==> config.mk <==
export PLATFORM = sky130hd
export DESIGN_NAME = sync_fifo_flagged
export DESIGN_NICKNAME = d
export VERILOG_FILES = /design/src/rtl/sync_fifo_flagged.sv
export SDC_FILE = /design/constraint.sdc
export NUM_CORES = 1
export LEC_CHECK = 0
export CAP_MARGIN = 20
export CORE_MARGIN = 8
export CORE_UTILIZATION = 54
export CTS_CLUSTER_DIAMETER = 200
export DETAILED_ROUTE_END_ITERATION = 16
export PLACE_DENSITY = 0.86
export SETUP_SLACK_MARGIN = 0.05
export SYNTH_ARGS = -nofsm -noshare
export SYNTH_HDL_FRONTEND = slang
export SYNTH_SLANG_ARGS = --single-unit
==> constraint.sdc <==
create_clock -name clk -period 2.85 [get_ports clk]
set_clock_uncertainty 0.05 [all_clocks]
set_input_delay 0.285 -clock clk [delete_from_list [all_inputs] [get_ports clk]]
set_output_delay 0.285 -clock clk [all_outputs]
set_load 0.02 [all_outputs]
==> src/rtl/sync_fifo_flagged.sv <==
// ----------------------------------------------------------------------------
// sync_fifo_flagged
//   Single-clock FIFO with occupancy count, almost-full/almost-empty
//   thresholds, standard or first-word-fall-through read mode and sticky
//   overflow/underflow flags.
//
// Ports
//   clk          : clock, all state updates on the rising edge
//   rst_n        : asynchronous reset, active-low
//   w_en/data_in : write request and write data
//   r_en         : read request (FWFT: pop the head word)
//   data_out     : read data (registered in standard mode, head word in FWFT)
//   full/empty   : count == DEPTH / count == 0
//   almost_full  : count >= AFULL_TH
//   almost_empty : count <= AEMPTY_TH
//   count        : occupancy 0..DEPTH
//   clr_err      : synchronous clear of overflow/underflow
//   overflow     : sticky, write attempted while full
//   underflow    : sticky, read attempted while empty
// ----------------------------------------------------------------------------
module sync_fifo_flagged #(
    parameter int DATA_WIDTH = 8,
    parameter int DEPTH      = 16,
    parameter int PTR_WIDTH  = 4,
    parameter int AFULL_TH   = 12,
    parameter int AEMPTY_TH  = 4,
    parameter bit FWFT       = 1'b0
) (
    input  logic                  clk,
    input  logic                  rst_n,
    input  logic                  w_en,
    input  logic [DATA_WIDTH-1:0] data_in,
    input  logic                  r_en,
    output logic [DATA_WIDTH-1:0] data_out,
    output logic                  full,
    output logic                  empty,
    output logic                  almost_full,
    output logic                  almost_empty,
    output logic [PTR_WIDTH:0]    count,
    input  logic                  clr_err,
    output logic                  overflow,
    output logic                  underflow
);

    localparam logic [PTR_WIDTH:0] DEPTH_C  = DEPTH[PTR_WIDTH:0];
    localparam logic [PTR_WIDTH:0] AFULL_C  = AFULL_TH[PTR_WIDTH:0];
    localparam logic [PTR_WIDTH:0] AEMPTY_C = AEMPTY_TH[PTR_WIDTH:0];

    logic [DATA_WIDTH-1:0] mem_q [DEPTH];

    logic [PTR_WIDTH:0]   wr_ptr_q, rd_ptr_q, count_q, count_d;
    logic                 full_q, empty_q, afull_q, aempty_q;
    logic                 full_d, empty_d, afull_d, aempty_d;
    logic                 ovf_q, udf_q, ovf_d, udf_d;
    logic                 wa, ra;
    logic [PTR_WIDTH-1:0] wr_idx, rd_idx;

    // Acceptance uses the registered (pre-edge) flags, so a write at full is
    // refused even if a read drains a slot in the same cycle, and vice versa.
    assign wa     = w_en & ~full_q;
    assign ra     = r_en & ~empty_q;
    assign wr_idx = wr_ptr_q[PTR_WIDTH-1:0];
    assign rd_idx = rd_ptr_q[PTR_WIDTH-1:0];

    // NOTE: every signal assigned in always_comb gets a default on entry;
    // a path that leaves one unassigned would infer a latch.
    always_comb begin
        count_d  = count_q + {{PTR_WIDTH{1'b0}}, wa} - {{PTR_WIDTH{1'b0}}, ra};
        // Flags come from count_d so they are current right after each edge.
        full_d   = (count_d == DEPTH_C);
        empty_d  = (count_d == '0);
        afull_d  = (count_d >= AFULL_C);
        aempty_d = (count_d <= AEMPTY_C);
        // Set terms are OR-ed after the clear so a coincident set wins.
        ovf_d    = (ovf_q & ~clr_err) | (w_en & full_q);
        udf_d    = (udf_q & ~clr_err) | (r_en & empty_q);
    end

    // NOTE: sequential state uses non-blocking assignments so every register
    // samples pre-edge values regardless of statement order.
    always_ff @(posedge clk or negedge rst_n) begin
        if (!rst_n) begin
            wr_ptr_q <= '0;
            rd_ptr_q <= '0;
            count_q  <= '0;
            full_q   <= 1'b0;
            empty_q  <= 1'b1;
            afull_q  <= 1'b0;
            aempty_q <= 1'b1;
            ovf_q    <= 1'b0;
            udf_q    <= 1'b0;
        end else begin
            if (wa) wr_ptr_q <= wr_ptr_q + 1'b1;
            if (ra) rd_ptr_q <= rd_ptr_q + 1'b1;
            count_q  <= count_d;
            full_q   <= full_d;
            empty_q  <= empty_d;
            afull_q  <= afull_d;
            aempty_q <= aempty_d;
            ovf_q    <= ovf_d;
            udf_q    <= udf_d;
        end
    end

    // NOTE: the storage array has no reset; emptiness is tracked by the
    // pointers, so stale contents are never observable and the array can map
    // onto plain RAM.
    always_ff @(posedge clk) begin
        if (wa) mem_q[wr_idx] <= data_in;
    end

    generate
        if (FWFT) begin : g_fwft
            // Head word shown combinationally; forced to 0 while empty so the
            // output is clean during reset.
            assign data_out = empty_q ? '0 : mem_q[rd_idx];
        end else begin : g_std
            logic [DATA_WIDTH-1:0] dout_q;
            always_ff @(posedge clk or negedge rst_n) begin
                if (!rst_n)  dout_q <= '0;
                else if (ra) dout_q <= mem_q[rd_idx];
            end
            assign data_out = dout_q;
        end
    endgenerate

    assign full         = full_q;
    assign empty        = empty_q;
    assign almost_full  = afull_q;
    assign almost_empty = aempty_q;
    assign count        = count_q;
    assign overflow     = ovf_q;
    assign underflow    = udf_q;

endmodule

Yosys cells after proc, flatten, opt, wreduce, memory -nomap -nowiden
Memory sizes are Yosys's and may differ from the RTL's. A register that Yosys moved wholly into a read port is not among the register bits.
Index checks and enable logic that the tools add are counted.
W data, S select, Z words.
- register bits after elaboration: 21
- memory bits (writable): 128
- bits of input ports: 13
- output and inout bits: 19
- memories: 1
- memory list (memory ; words ; bits a word ; rd ports ; clocked after memory_dff ; write ports ; RTL line ; source):
    mem_q ; 16 ; 8 ; 1 ; 1 ; 1 ; 49 ; logic [DATA_WIDTH-1:0] mem_q [DEPTH];
- $add $sub $neg: 4
- $lt $le $gt $ge: 2
- eq/ne operators: 1
- mux-type cells: 2
- bitwise operators: 11
- reductions and logical operators: 2
- operator list (operator ; number):
    $add A5 B1 Y5 const B ; 2
    $and A1 B1 Y1 ; 6
    $add A5 B1 Y5 ; 1
    $eq A5 B5 Y1 const B ; 1
    $ge A5 B4 Y1 const B ; 1
    $le A5 B3 Y1 const B ; 1
    $logic_not A5 Y1 ; 1
    $sub A5 B1 Y5 ; 1
    $not A1 Y1 ; 3
    $mux W1 ; 2
    $or A1 B1 Y1 ; 2
    $logic_not A1 Y1 ; 1

Longest topological paths before layout
- depth in word-level cells: 5
- gate-level depth with buffers: 11

Worst setup path after synthesis
OpenSTA, ideal clock, no wires.
- path type: flip-flop to flip-flop
- start point: reg empty_q, in the netlist empty
- end point: reg full_q, in the netlist full
- library setup time: 0.088 ns
- arrival time: 2.588 ns
- required time: 2.712 ns
- path slack: 0.124 ns
- stages on the path, launching flop included: 12
- buffers on the path: 2
- clock period less this slack: 2.726 ns
- path through: dfstp_2 > nor2b_1 > clkbuf_1 > buf_2 > ha_1 > inv_1 > ha_1 > fa_1 > a21o_1 > a21oi_1 > xnor2_1 > nor3b_1
- cells in the longest elaborated chain, start to end: 4
- ends and longest elaborated chain (what ; RTL line ; source):
    from (decl) ; 52 ; logic full_q, empty_q, afull_q, aempty_q;
    from (signal assigned) ; 97 ; empty_q <= empty_d;
    $not A1 Y1 ; 61 ; assign ra = r_en & ~empty_q;
    $and A1 B1 Y1 ; 61 ;
    net ra ; 55 ; logic wa, ra;
    $sub A5 B1 Y5 ; 68 ; count_d = count_q + {{PTR_WIDTH{1'b0}}, wa} - {{PTR_WIDTH{1'b0}}, ra};
    net count_d[4] ; 51 ; logic [PTR_WIDTH:0] wr_ptr_q, rd_ptr_q, count_q, count_d;
    $eq A5 B5 Y1 ; 70 ; full_d = (count_d == DEPTH_C);
    net full_d ; 53 ; logic full_d, empty_d, afull_d, aempty_d;
    to (signal assigned) ; 96 ; full_q <= full_d;
    to (decl) ; 52 ;
The timed path passes the listed nets, and every way through them passes these cells.
A chain may end at the register's enable or synchronous reset.

Worst setup path in the final report
- start point: reg full_q, in the netlist full
- end point: reg full_q, in the netlist full
- cells in the longest elaborated chain, start to end: 5
- ends and longest elaborated chain (what ; RTL line ; source):
    $not A1 Y1 ; 60 ; assign wa = w_en & ~full_q;
    $and A1 B1 Y1 ; 60 ;
    $add A5 B1 Y5 ; 68 ;
    $sub A5 B1 Y5 ; 68 ;
    net count_d[4] ; 51 ;
    $eq A5 B5 Y1 ; 70 ;
    net full_d ; 53 ;
The timed path passes the listed nets, and every way through them passes these cells.

==> impl_metrics.json <==
{
  "std_cell_rows": 39,
  "avgSynthCellArea_sq_um": 17.8,
  "synth_edf_count": 128,
  "post_route_cells_drive_above_1_share_pct": 15.8,
  "cts_max_path_buffers": 2,
  "fin_crit_sh_pct": 89.8,
  "grt_max_degree": 34,
  "crit_fanout": 5,
  "htreeDepth": 4,
  "clockRootBuffer": "clkbuf_16",
  "yosys_register_bits": 155,
  "num_vias": 3236,
  "rsz0062_at_grt": "false",
  "area_growth_pct": 17.0,
  "slew_headroom_pct": 60.3,
  "cts_hold_buf": 0,
  "worstPathRequired_ps": 3120,
  "drc": 0,
  "wl_per_cell_um": 22.6,
  "clkTransAtPathRegs_ps": 60,
  "whs_ps": 206,
  "stdcell_area_sq_um": 7300,
  "fin_crit_ps": 2560,
  "vias_per_cell": 5.92,
  "mostFrequentLayoutCells": "edfxtp_1 (128), mux2i_1 (32), clkdlybuf4s50_1 (31)",
  "hold_viol": 0,
  "grt_first_pass_wirelength_um": 19300,
  "dieHeight_um": 124,
  "cts.sinks": 155,
  "grt_usage_pct": 17.6,
  "drv_slew": 0,
  "fmax_ghz": 0.391,
  "cts_tree": "done",
  "post_cts_resized": 0,
  "setup_viol": 0,
  "worstMarginPinSlew_ps": 593,
  "p_leak_uw": 0.00264,
  "synth_fp_nets": 374,
  "pin_count": 32,
  "insertion_delay_ps": 410,
  "cp.arrival_ps": 2830,
  "place_hpwl_um": 7830,
  "syn-cell-area_sq_um": 6240,
  "async_flop_share_pct": 17.4,
  "grt_pass1_vias": 3461,
  "cts_setup_buffers": 0,
  "seq_area_frac_synth_pct": 72.4,
  "antenna_found_initial": 0,
  "initial_core_util_pct": 54.9,
  "nNetsFinal": 415,
  "gp_congestion": 0.820,
  "final_cells": 547,
  "hp-class": "in -> async",
  "die_w_um": 124,
  "ys_types": 32,
  "power_density_nw_per_um2": 1090,
  "tns_ps": 0,
  "cts_made_buffers": 17,
  "netlist_instances": 350,
  "dp_cells": 515,
  "critPathKind": "reg -> reg",
  "ir_drop_v": 0.000974,
  "final_common_cell": "edfxtp_1",
  "reg2reg_depth": 10,
  "diodes": 0,
  "ys_warn_count": 0,
  "synthFlopType": "edfxtp_1",
  "outcome": "complete, no violations",
  "cp-start-kind": "register",
  "drv_cap": 0,
  "port_buffers": 31,
  "power_uw": 7950,
  "placed_area_sq_um": 6700,
  "die_area_sq_um": 15300,
  "ant_nets": 0,
  "drt_iter0_markers": 266,
  "placeableCoreArea_sq_um": 11400,
  "firstDrtPassIters": 5,
  "wirelength_um": 12300,
  "cp-end-kind": "register",
  "grt_overflow_total": 0
}
## cells in the mapped netlist, types with 4 or more instances
library cell | n | area, sq um
buf_2 | 7 | 35.0
nor3_1 | 11 | 55.1
ha_1 | 10 | 125
mux4_1 | 9 | 236
nand2_1 | 9 | 33.8
mux2_2 | 9 | 101
mux4_2 | 7 | 158
mux2i_1 | 32 | 320
and2_1 | 16 | 100
clkbuf_1 | 4 | 15.0
inv_1 | 11 | 41.3
o22ai_1 | 19 | 119
edfxtp_1 | 128 | 3840
nor2_1 | 11 | 41.3
dfrtp_1 | 25 | 626
o22ai_2 | 5 | 62.6
xnor2_1 | 9 | 78.8
## report_power, final
group,internal (uW),leakage (uW),switching [uW]
clock,1400,0.000308,840
sequential,2860,0.00147,309
combinational,1190,0.000862,1350
total,5450,0.00264,2500
## routing by layer
metal	up-vias	share of wire (%)	track usage [%]	wire, um
li1	1447	-	-	-
met3	16	7.2	5.30	894
met5	-	0	0	0
met4	0	1.8	8.20	224
met2	119	52	29.0	6400
met1	1654	39	20.9	4820
## area by class of cell
cell class                      count  area, sq um
Sequential cell                   155         4520
Timing Repair Buffer               38          375
Multi-Input combinational cell    168         1580
Tap cell                          143          179
Inverter                           11         41.3
Fill cell                         748         4070
Clock inverter                     11          114
Clock buffer                       21          492
## sequential cells by signal, indices dropped and copies added (netlist names)
| register | flops |
|---|---|
| empty | 1 |
| wr_ptr_q | 4 |
| count | 5 |
| underflow | 1 |
| full | 1 |
| mem_q | 128 |
| overflow | 1 |
| rd_ptr_q | 4 |
| almost_empty | 1 |
| almost_full | 1 |
| data_out | 8 |
## worst max-delay path: stages, from the launching register on
cell and delay, ps:
dfrtp_1 400, nor2b_1 160, inv_1 80, ha_1 290, inv_1 40, ha_1 200, fa_1 390, a21o_1 190
a21oi_1 180, xnor2_1 230, nor3b_1 250
## metrics by stage
stage,utilization (%),setup slack [ps]
after floorplan,-,124
after global placement,58.9,54.7
after detailed placement,58.9,-137
after CTS,64.2,244
after global routing,64.2,88.8
final,64.2,290
## path summary, 6_finish.rpt
kind,from,endpoint,slack [ps]
min,rst_n,count[3],210
min reg2reg,rd_ptr_q[3],rd_ptr_q[3],480
min in group clk,clr_err,overflow,400
max reg2reg,full,full,290
max in group asynchronous,rst_n,almost_empty,2220
max,full,full,290
## logic make-up (layout without fill, tap and decap cells)
group	Yosys count	count (layout)	synth area share, %
flip-flops	155	155	72.4
AND/OR/NAND/NOR	58	58	4.83
multiplexers	57	57	13.1
AO/OA/AOI/OAI	32	32	3.67
buffers and inverters	27	81	2.26
adder cells (fa/ha/maj)	11	11	2.33
XOR/XNOR	10	10	1.40
Power figures use the tool's default switching activity.
